## src/rtl/am29_phase_pkg.sv

```systemverilog
// Shared types and constants for the timing-phase sequencer.
package am29_phase_pkg;

    localparam int unsigned PHASE_W = 3;
    localparam logic [PHASE_W-1:0] PHASE_ONE = PHASE_W'(1);

    typedef enum logic [1:0] {
        IDLE  = 2'd0,
        RUN   = 2'd1,
        STALL = 2'd2
    } state_t;

endpackage

```

## src/rtl/phase_sequencer_counter.sv

```systemverilog
// Phase counter: load-zero, increment or hold, with terminal compare against
// the latched last-phase index.
module phase_counter
    import am29_phase_pkg::*;
(
    input  logic               clk,
    input  logic               rst_,
    input  logic               load_zero,
    input  logic               inc,
    input  logic [PHASE_W-1:0] len_q,
    output logic [PHASE_W-1:0] phase,
    output logic               at_end
);

    // Phase register; load-zero has priority over increment.
    always_ff @(posedge clk or negedge rst_) begin
        if (!rst_) begin
            phase <= '0;
        end else if (load_zero) begin
            phase <= '0;
        end else if (inc) begin
            phase <= phase + PHASE_ONE;
        end
    end

    assign at_end = (phase == len_q);

endmodule

```

## src/rtl/phase_sequencer.sv

```systemverilog
// Timing-phase sequencer driving the select/enable pins of a 3-to-8 decoder.
// Steps T0..Tlen per machine cycle with start/stop/single-step control and
// ready-driven wait-state insertion.
module phase_sequencer
    import am29_phase_pkg::*;
#(
    parameter logic [PHASE_W-1:0] RESET_LEN      = 3'd7,
    parameter bit                 WAIT_EN        = 1'b1,
    parameter bit                 BLANK_ON_STALL = 1'b0
) (
    input  logic               clk,
    input  logic               rst_,
    input  logic               clr,
    input  logic               start,
    input  logic               step,
    input  logic               stop,
    input  logic               ready,
    input  logic [PHASE_W-1:0] len,
    input  logic [PHASE_W-1:0] wait_phase,
    input  logic               oe_,
    output logic               sel_a,
    output logic               sel_b,
    output logic               sel_c,
    output logic               g1,
    output logic               g2a_,
    output logic               g2b_,
    output logic [PHASE_W-1:0] phase,
    output logic               busy,
    output logic               stalled,
    output logic               cycle_end
);

    state_t             state_q;
    state_t             state_d;
    logic [PHASE_W-1:0] len_q;
    logic               stop_pend_q;
    logic               step_mode_q;

    logic               at_end;
    logic               stall_cond;
    logic               advance;
    logic               wrap;
    logic               finish;
    logic               go;
    logic               cnt_zero;
    logic               cnt_inc;

    // Datapath control: when the phase advances, wraps, or the cycle ends.
    always_comb begin
        stall_cond = WAIT_EN && (phase == wait_phase) && !ready;
        advance    = 1'b0;
        if (state_q == RUN) begin
            advance = !stall_cond;
        end else if (state_q == STALL) begin
            advance = ready;
        end
        wrap     = advance && at_end;
        finish   = wrap && (stop_pend_q || step_mode_q || stop);
        go       = (state_q == IDLE) && (start || step);
        cnt_zero = clr || go || wrap;
        cnt_inc  = advance && !at_end;
    end

    // Next-state logic; clr overrides everything except reset.
    always_comb begin
        state_d = state_q;
        if (clr) begin
            state_d = IDLE;
        end else begin
            unique case (state_q)
                IDLE: begin
                    if (go) begin
                        state_d = RUN;
                    end
                end
                RUN, STALL: begin
                    if (advance) begin
                        state_d = finish ? IDLE : RUN;
                    end else begin
                        state_d = STALL;
                    end
                end
                default: state_d = IDLE;
            endcase
        end
    end

    // State register.
    always_ff @(posedge clk or negedge rst_) begin
        if (!rst_) begin
            state_q <= IDLE;
        end else begin
            state_q <= state_d;
        end
    end

    // Cycle length latch and stop/step flags; len_q survives clr.
    always_ff @(posedge clk or negedge rst_) begin
        if (!rst_) begin
            len_q       <= RESET_LEN;
            stop_pend_q <= 1'b0;
            step_mode_q <= 1'b0;
        end else if (clr) begin
            stop_pend_q <= 1'b0;
            step_mode_q <= 1'b0;
        end else if (go) begin
            len_q       <= len;
            stop_pend_q <= 1'b0;
            step_mode_q <= !start;
        end else if (state_q != IDLE) begin
            if (finish) begin
                stop_pend_q <= 1'b0;
                step_mode_q <= 1'b0;
            end else begin
                if (wrap) begin
                    len_q <= len;
                end
                if (stop) begin
                    stop_pend_q <= 1'b1;
                end
            end
        end
    end

    phase_counter u_phase_counter (
        .clk       (clk),
        .rst_      (rst_),
        .load_zero (cnt_zero),
        .inc       (cnt_inc),
        .len_q     (len_q),
        .phase     (phase),
        .at_end    (at_end)
    );

    assign busy      = (state_q != IDLE);
    assign stalled   = (state_q == STALL);
    assign cycle_end = wrap && !clr;
    assign sel_a     = phase[0];
    assign sel_b     = phase[1];
    assign sel_c     = phase[2];
    assign g1        = busy;
    assign g2a_      = !(busy && !(BLANK_ON_STALL && stalled));
    assign g2b_      = oe_;

endmodule

```

## config.mk

```make
export PLATFORM = sky130hd
export DESIGN_NAME = phase_sequencer
export DESIGN_NICKNAME = d
export VERILOG_FILES = /design/src/rtl/am29_phase_pkg.sv /design/src/rtl/phase_sequencer_counter.sv /design/src/rtl/phase_sequencer.sv
export SDC_FILE = /design/constraint.sdc
export NUM_CORES = 1
export LEC_CHECK = 0
export ABC_AREA = 0
export BUFFER_PORTS_ARGS = -buffer_cell sky130_fd_sc_hd__buf_2
export CORE_MARGIN = 8
export CORE_UTILIZATION = 40
export DETAILED_ROUTE_END_ITERATION = 8
export PLACE_DENSITY = 0.75
export SETUP_SLACK_MARGIN = 0.02
export SLEW_MARGIN = 20
export SYNTH_ARGS = -nofsm -noshare
export SYNTH_HDL_FRONTEND = slang
export SYNTH_HIERARCHICAL = 1
export SYNTH_SLANG_ARGS = --single-unit
```

## constraint.sdc

```tcl
create_clock -name clk -period 1.8 [get_ports clk]
set_input_delay 0.09 -clock clk [delete_from_list [all_inputs] [get_ports clk]]
set_output_delay 0.09 -clock clk [all_outputs]
set_load 0.02 [all_outputs]
```

# Word-level counts from Yosys, hierarchy flattened
# Cells that the tools add are included.
# op_classes
n_mux,22
bitwise,1
eq_ne,6
reduce_logical,29
n_addsub,1
# ops
op,count
2-to-1 mux 3 bit,6
2-to-1 mux 1 bit,12
nonzero test 2 bit,4
equality test 3 bit,2
logical AND 1 bit,6
logical NOT 1 bit,6
2-to-1 mux 2 bit,3
nonzero test 3 bit,2
logical OR 1 bit,5
case mux 2 bit (2 select lines),1
AND reduction 2 bit,2
AND reduction 4 bit,1
nonzero test 4 bit,1
adder 3 x 1 -> 3 bit (second input constant),1
!= test 3 bit (second input constant),1
equality test 2 x 1 -> 1 bit (second input constant),1
equality test 2 bit (second input constant),1
logical NOT 2 bit,1
!= test 2 x 1 -> 1 bit (second input constant),1
OR reduction 2 bit,1
inverter 1 bit,1
# totals
register_bits,10
output_inout_bits,12

# Depth between registers and ports, before layout
# Gate-level depths: netlist of the first run.
# logic_depth
word_depth,10
ltp_mapped,7
ltp_nobuf,7

# Cells and area by module
# The synthesis of the first run kept the hierarchy.
# modules_own_cells
module,n_inst,seq_area_each_um2,area_each_um2,cells_each
phase_sequencer,1,178.9,544.3,52
phase_counter,1,75.1,176.4,15

# Least setup slack after synthesis of the first run
# Ideal clock, no wire load.
# synth_path
path_type,register to register
start,register u_phase_counter.phase[0]
end,register len_q[0]
stages_incl_launch_ff,7
setup_time_ns,0.085
setup_slack_ns,-0.217
n_path_buf,0
t_required_ns,1.715
arrival_ns,1.932
cell_sequence,dfrtp_1 xor2_1 nor3_2 nand2b_1 or3_1 o32ai_2 mux2_1
# synth_between
word_cells_on_any_way,10
cone_classes,eq/ne: 3; mux: 1; reduce/logical: 6
# synth_rtl
element,line,source
start: declaration,phase_sequencer_counter.sv:11,"output logic [PHASE_W-1:0] phase,"
start signal: assignment,phase_sequencer_counter.sv:22,phase <= phase + PHASE_ONE;
equality test 3 bit (*),phase_sequencer_counter.sv:26,assign at_end = (phase == len_q);
via at_end,phase_sequencer.sv:39,logic at_end;
logical AND 1 bit (*),phase_sequencer.sv:57,wrap = advance && at_end;
logical AND 1 bit,phase_sequencer.sv:58,finish = wrap && (stop_pend_q || step_mode_q || stop);
!= test 2 x 1 -> 1 bit (no line),-,
AND reduction 4 bit (no line) (*),-,
end signal: assignment,phase_sequencer.sv:107,len_q <= len;
end signal: assignment,phase_sequencer.sv:116,len_q <= len;
end: declaration,phase_sequencer.sv:35,logic [PHASE_W-1:0] len_q;
# The timed path passes the listed nets; every way through them passes the cells marked *.
# A chain may end at the register's enable or synchronous reset.

# Final worst setup path of the first run
# layout_path
start,register len_q[1]
end,register len_q[2]
# layout_between
elab_chain_len,5
word_cells_on_any_way,6
cone_classes,eq/ne: 2; reduce/logical: 4
# layout_rtl
element,line
equality test 3 bit (*),phase_sequencer_counter.sv:26
via at_end,phase_sequencer.sv:39
logical AND 1 bit (*),phase_sequencer.sv:57
logical AND 1 bit,phase_sequencer.sv:58
!= test 2 x 1 -> 1 bit (no line),-
AND reduction 4 bit (no line) (*),-
# Marks and branches as above.

==> results.py, run 1 <==
metrics = {
    "status": {
        "status": "finished, violations left",
        "violations": "setup timing",
    },
    "critical_path": {
        "required_ps": 1990,
        "crit_type": "flop to flop",
        "worstPathArrival_ps": 2090,
        "critPathMaxFanout": 3,
        "reg2regPathDepth": 6,
        "endpoint_kind": "flop",
        "start_kind": "flop",
    },
    "die": {
        "start_util_pct": 42.2,
        "die_area_um2": 3420,
        "die_w_um": 58.4,
        "io_pins": 26,
        "die_y_um": 58.4,
        "rows": 15,
        "core_area_um2": 1710,
    },
    "cts": {
        "clkSlewWorstSetupHoldPaths_ps": 70,
        "cts.htree.levels": 1,
        "clock_sinks": 10,
        "clock_latency_ps": 260,
        "clock_path_buffers": 2,
        "cts_made_buffers": 3,
        "cts_root_buf": "clkbuf_4",
        "cts_tree": "yes",
    },
    "yosys": {
        "synth-seq-cells": 10,
        "async_flop_share_pct": 100,
        "yosysSeqAreaShare_pct": 35.2,
        "yosys.area.top_type": "dfrtp_1",
        "synth_edf_count": 0,
        "synth.most_common_cell": "dfrtp_1",
        "yosysUniqueCellTypes": 32,
        "syn_area_um2": 721,
        "netlist_top_cells_count": "dfrtp_1 (7), nor2_1 (6), xor2_1 (6)",
        "syn_nets": 86,
        "synthDominantCellAreaShare_pct": 24.3,
        "synthTopCellsByArea": "dfrtp_1 (24%), dfstp_2 (11%), ha_1 (8.7%)",
        "yosys_warnings": 6,
        "synth_cells": 67,
        "synthFlopType": "dfrtp_1",
        "syn_area_per_cell_um2": 10.8,
    },
    "timing": {
        "period_needed_ps": 1890,
        "maxSlewViolCount": 0,
        "max_freq_ghz": 0.528,
        "slew_headroom_pct": 71.4,
        "final.setup_skew_ps": 2.19,
        "timing.final.crit_share_pct": 105,
        "worst_slew_pin_slew_ps": 424,
        "rsz0062_at_grt": "true",
        "fin_tns_setup_ps": -281,
        "finalSetupViolCount": 3,
        "finalHoldViolations": 0,
        "setup_slack_ps": -94.7,
    },
    "power": {
        "leakage_nw": 0.493,
        "pwr-share-seq_pct": 28.5,
        "power_density_nw_per_um2": 1200,
        "p_int_mw": 0.734,
        "clkPwrFrac_pct": 13.4,
        "power.switching_mw": 0.502,
        "total_power_mw": 1.24,
        "p_comb_share_pct": 58.2,
        "switching_share_pct": 40.6,
        "ir_drop_mv": 0.606,
    },
    "hold_path": {
        "hold_depth": 2,
        "holdCritPathClass": "input port to flop",
    },
    "layout": {
        "nets": 122,
        "multi_input_area_um2": 474,
        "seqCellArea_um2": 258,
        "postLayoutCellArea_um2": 1030,
        "instances_no_fill": 127,
        "final_core_util_pct": 60.3,
        "drive_gt1_share_pct": 56.9,
        "area_delta_synth_final_pct": 42.9,
        "fillers": 141,
        "antennaDiodeCount": 0,
    },
    "drt": {
        "vias": 613,
        "antenna_left": 0,
        "drt-total-wl_mm": 1.77,
        "first_pass_iters": 2,
        "first_iter_violations": 4,
        "avgViaCountPerCell": 4.83,
        "post_drt_wl_per_cell_um": 13.9,
        "detail_route.drc_violations": 0,
    },
    "global_routing": {
        "grt_pass1_wl_mm": 2.82,
        "grt_overflow": 0,
        "antenna_found_initial": 0,
        "grt_max_degree": 11,
        "grt_pass1_vias": 650,
        "grt_util_all_layers_pct": 10.7,
    },
    "place": {
        "placed_cells": 117,
        "io_buffers": 23,
        "placed_area_um2": 886,
        "place.gp.congestion": 0.799,
        "hpwl_mm": 1.31,
    },
    "job": {
        "drv_cap": 0,
    },
}
timing repair:
item / 4_1_cts / 5_1_grt
pin swaps: 2 / 6
gates resized for setup: 7 / 8
hold buffers: 1 / 0
setup endpoints to repair: 4 / 9
hold endpoints to repair: 10 / 0
buffers inserted: 4 / 1
stage by stage:
stage | worst slack (ps) | hold WS [ps]
5_1_grt | -148 | 53.4
3_3_place_gp | 23.7 | -43.0
4_1_cts | -60.0 | 41.1
3_5_place_dp | -52.0 | -36.4
2_1_floorplan | -84.9 | -206
6_report | -94.7 | 60.4
final cells by class:
| type | instances | area share, % |
|---|---|---|
| multi-input cells | 48 | 46.1 |
| flip-flops and latches | 10 | 25.0 |
| repair buffers | 36 | 21.9 |
| well taps | 25 | 3.04 |
| clock buffers | 4 | 2.55 |
| inverters | 4 | 1.46 |
cell families (layout without fill, tap and decap cells):
logic type,count (synthesis),count (layout),share of synthesized area (%)
mux,4,4,6.08
xor+xnor,7,7,8.51
fa+ha+maj,5,5,8.68
compound gates,14,14,18.4
flops,10,10,35.2
buf+inv,9,44,7.29
simple gates,18,18,15.8
path summary, 6_finish.rpt:
kind	start	to	slack, ps
max	len_q[1]$_DFFE_PN1P_	len_q[2]$_DFFE_PN1P_	-90
min	len[0]	len_q[0]$_DFFE_PN1P_	60
max reg2reg	len_q[1]$_DFFE_PN1P_	len_q[2]$_DFFE_PN1P_	-90
min reg2reg	step_mode_q$_DFFE_PN0P_	step_mode_q$_DFFE_PN0P_	590
max in group asynchronous	rst_	len_q[1]$_DFFE_PN1P_	1320
min in group asynchronous	rst_	state_q[1]$_DFFE_PN0P_	220
layout by cell type (no fill, tap or decap), types with 3 or more instances in the layout:
master	count
dfstp_2	3
mux2_4	3
buf_4	11
dfrtp_1	4
ha_1	5
xor2_1	5
buf_2	22
nor2_1	4
clkbuf_4	3
inv_1	4
dfrtp_2	3
state kept, by name, indices dropped and copies added (netlist names):
signal	cells
state_q	2
u_phase_counter/phase	3
len_q	3
stop_pend_q	1
step_mode_q	1
critical path: stages (launching register included):
cell and delay [ps]:
dfstp_2 540, xor2_1 80, nor3_2 230, nand2b_1 100, or3_4 340, o32ai_4 200
mux2_4 340
power by group through the flow:
| stage | Combinational, mW | Clock (mW) | Sequential (mW) |
|---|---|---|---|
| final | 0.720 | 0.165 | 0.352 |
| after global routing | 0.781 | 0.179 | 0.359 |
| after CTS | 0.663 | 0.167 | 0.350 |
| after detailed placement | 0.582 | 0 | 0.353 |
| after global placement | 0.562 | 0 | 0.349 |
| after floorplan | 0.399 | 0 | 0.360 |
routing by layer:
layer | GRT usage (%) | wire, um | vias up
met1 | 11.5 | 724 | 291
li1 | - | - | 303
met3 | 4.35 | 96 | 4
met2 | 17.5 | 917 | 15
met4 | 5.94 | 25 | 0
met5 | 0 | 0 | -
No activity file was read; power rests on OpenSTA's default activity.
==> inputs of run 2 (changes only) <==
GPL_TIMING_DRIVEN = 0   (was unset)
PLACE_DENSITY = 0.76   (was 0.75)
SKIP_LAST_GASP = 1   (was unset)
SYNTH_HIERARCHICAL = unset   (was 1)
==> results.py, run 2 <==
metrics = {
    "global_routing": {
        "grt_util_all_layers_pct": 11.1,
        "grt_pass1_vias": 727,
        "grt_pass1_wl_mm": 3.02,
        "grt_max_degree": 11,
        "grt_overflow": 0,
        "antenna_found_initial": 0,
    },
    "yosys": {
        "syn_area_per_cell_um2": 9.92,
        "netlist_top_cells_count": "dfrtp_1 (7), a21oi_1 (6), buf_4 (5), ha_1 (5), nor3_1 (5)",
        "synthTopCellsByArea": "dfrtp_1 (25%), dfstp_2 (11%), ha_1 (9.0%)",
        "syn_nets": 89,
        "yosysSeqAreaShare_pct": 36.6,
        "yosys.area.top_type": "dfrtp_1",
        "synth.most_common_cell": "dfrtp_1",
        "synthFlopType": "dfrtp_1",
        "syn_area_um2": 694,
        "synth_cells": 70,
        "synthDominantCellAreaShare_pct": 25.2,
        "async_flop_share_pct": 100,
        "yosys_warnings": 0,
        "synth-seq-cells": 10,
        "yosysUniqueCellTypes": 29,
        "synth_edf_count": 0,
    },
    "critical_path": {
        "r2r_start": "u_phase_counter.phase[0]$_DFFE_PN0P_",
        "worstPathArrival_ps": 1930,
        "crit_cells": 4,
        "worstPathCellList": "xor2_2 > o41a_1 > a32oi_4 > mux2_4",
        "rrSetupSlack_ps": 70,
        "start_kind": "flop",
        "worst-path-buf-inv": 0,
        "cpPeakStageDelay_ps": 470,
        "crit_path_start": "u_phase_counter.phase[0]$_DFFE_PN0P_",
        "required_ps": 2000,
        "critPathMaxFanout": 3,
        "crit_end": "len_q[0]$_DFFE_PN1P_",
        "reg2regPathDepth": 4,
        "endpoint_kind": "flop",
        "crit_type": "flop to flop",
        "crit_family": "compound AO/OA/AOI/OAI gates",
        "slowest_stage": "o41a_1",
        "r2r-end": "len_q[0]$_DFFE_PN1P_",
    },
    "cts": {
        "clock_path_buffers": 2,
        "clock_latency_ps": 270,
        "clkSlewWorstSetupHoldPaths_ps": 70,
        "cts_tree": "yes",
        "clock_sinks": 10,
        "cts_made_buffers": 3,
        "cts.htree.levels": 1,
        "cts_root_buf": "clkbuf_4",
    },
    "timing": {
        "finalSetupViolCount": 0,
        "period_needed_ps": 1730,
        "worst_slew_pin_slew_ps": 422,
        "slew_headroom_pct": 71.8,
        "maxSlewViolCount": 0,
        "finalHoldViolations": 0,
        "timing.final.crit_share_pct": 96.0,
        "final.setup_skew_ps": 7.76,
        "whs_ps": 47.0,
        "max_freq_ghz": 0.579,
        "rsz0062_at_grt": "true",
    },
    "die": {
        "rows": 15,
        "die_w_um": 57.7,
        "die_y_um": 57.7,
        "die_area_um2": 3330,
        "start_util_pct": 41.6,
        "core_area_um2": 1670,
        "io_pins": 26,
    },
    "layout": {
        "biggestRegsByFlops": "len_q x3, u_phase_counter.phase x3, state_q x2",
        "area_delta_synth_final_pct": 38.2,
        "postLayoutCellArea_um2": 960,
        "final_core_util_pct": 57.5,
        "seqCellArea_um2": 258,
        "final_common_cell": "buf_2",
        "instances_no_fill": 120,
        "final_cell_mix": "buf_2 (24), buf_4 (9), a21oi_1 (6)",
        "fillers": 149,
        "drive_gt1_share_pct": 50.5,
        "multi_input_area_um2": 435,
        "nets": 123,
        "antennaDiodeCount": 0,
    },
    "power": {
        "power_density_nw_per_um2": 1410,
        "leakage_nw": 0.475,
        "ir_drop_mv": 0.929,
        "total_power_mw": 1.35,
    },
    "status": {
        "status": "completed",
    },
    "place": {
        "place.gp.congestion": 0.866,
        "io_buffers": 24,
        "placed_area_um2": 840,
        "hpwl_mm": 1.28,
        "placed_cells": 111,
    },
    "drt": {
        "first_pass_iters": 4,
        "first_iter_violations": 12,
        "antenna_left": 0,
        "post_drt_wl_per_cell_um": 14.3,
        "vias": 645,
        "drt-total-wl_mm": 1.72,
        "detail_route.drc_violations": 0,
        "avgViaCountPerCell": 5.38,
    },
    "job": {
        "drv_cap": 0,
    },
    "hold_path": {
        "holdCritPathClass": "input port to flop",
    },
}
## run 2: cell count changes after synthesis, moves of 3 or more
cell / delta
nor2_1: -4
xor2_1: -3
nand2_1: +3
a21oi_1: +5
nor3_1: +4
## run 2: logic make-up (layout without fill, tap and decap cells)
family          count (synthesis)  after routing  synth area share [%]
compound gates                 18             18                  20.4
xor+xnor                        6              6                  7.57
mux                             3              3                  4.86
flops                          10             10                  36.6
simple gates                   20             20                  14.6
fa+ha+maj                       5              5                  9.01
buf+inv                         8             41                  7.03
## run 2: metal layers
layer / track usage [%] / vias up / part of all wire [%]
met3: 2.87 / 6 / 6.7
met5: 0 / - / 0
met2: 19.1 / 21 / 47
met1: 12.3 / 303 / 44
met4: 5.94 / 0 / 2.2
li1: - / 315 / -
## run 2: how the worst min path moves through the flow
stage	start	cells after the start	to
floorplan	rst_	0	state_q[0]$_DFFE_PN0P_
global placement	rst_	1	u_phase_counter.phase[1]$_DFFE_PN0P_
detailed placement	rst_	1	u_phase_counter.phase[1]$_DFFE_PN0P_
CTS	len[2]	2	len_q[2]$_DFFE_PN1P_
global route	len[1]	2	len_q[1]$_DFFE_PN1P_
finish	len[2]	2	len_q[2]$_DFFE_PN1P_
## run 2: cell type report
type | instances | area share, %
Inverter | 3 | 1.17
Clock buffer | 4 | 3.78
Multi-Input combinational cell | 52 | 45.4
Tap cell | 17 | 2.22
Timing Repair Buffer | 29 | 16.7
Sequential cell | 10 | 26.9
Buffer | 5 | 3.91
## run 2: through the flow
step / TNS, ps / worst slack [ps]
3_5_place_dp: -212 / -73.9
6_report: 0 / 72.7
3_3_place_gp: -187 / -63.4
2_1_floorplan: 0 / 0.857
5_1_grt: 0 / 15.4
4_1_cts: -16.5 / -7.02
## run 2: where the power goes
group	switching [mW]	internal [mW]
clock	0.0824	0.123
sequential	0.0496	0.319
combinational	0.429	0.351
total	0.561	0.793
## run 2: timing repair
item | in CTS | in global routing
hold buffers | 1 | 0
setup buffers | 4 | 0
endpoints found under the setup margin | 4 | 4
pin swaps | 3 | 4
resized for setup | 6 | 2
endpoints found under the hold margin | 10 | 0
## run 2: worst reg2reg max path: cells and delay by family (launching register included)
kind,cells,cell delay (ps)
AO/OA/AOI/OAI,2,740
XOR/XNOR,1,170
flip-flops,1,420
multiplexers,1,330
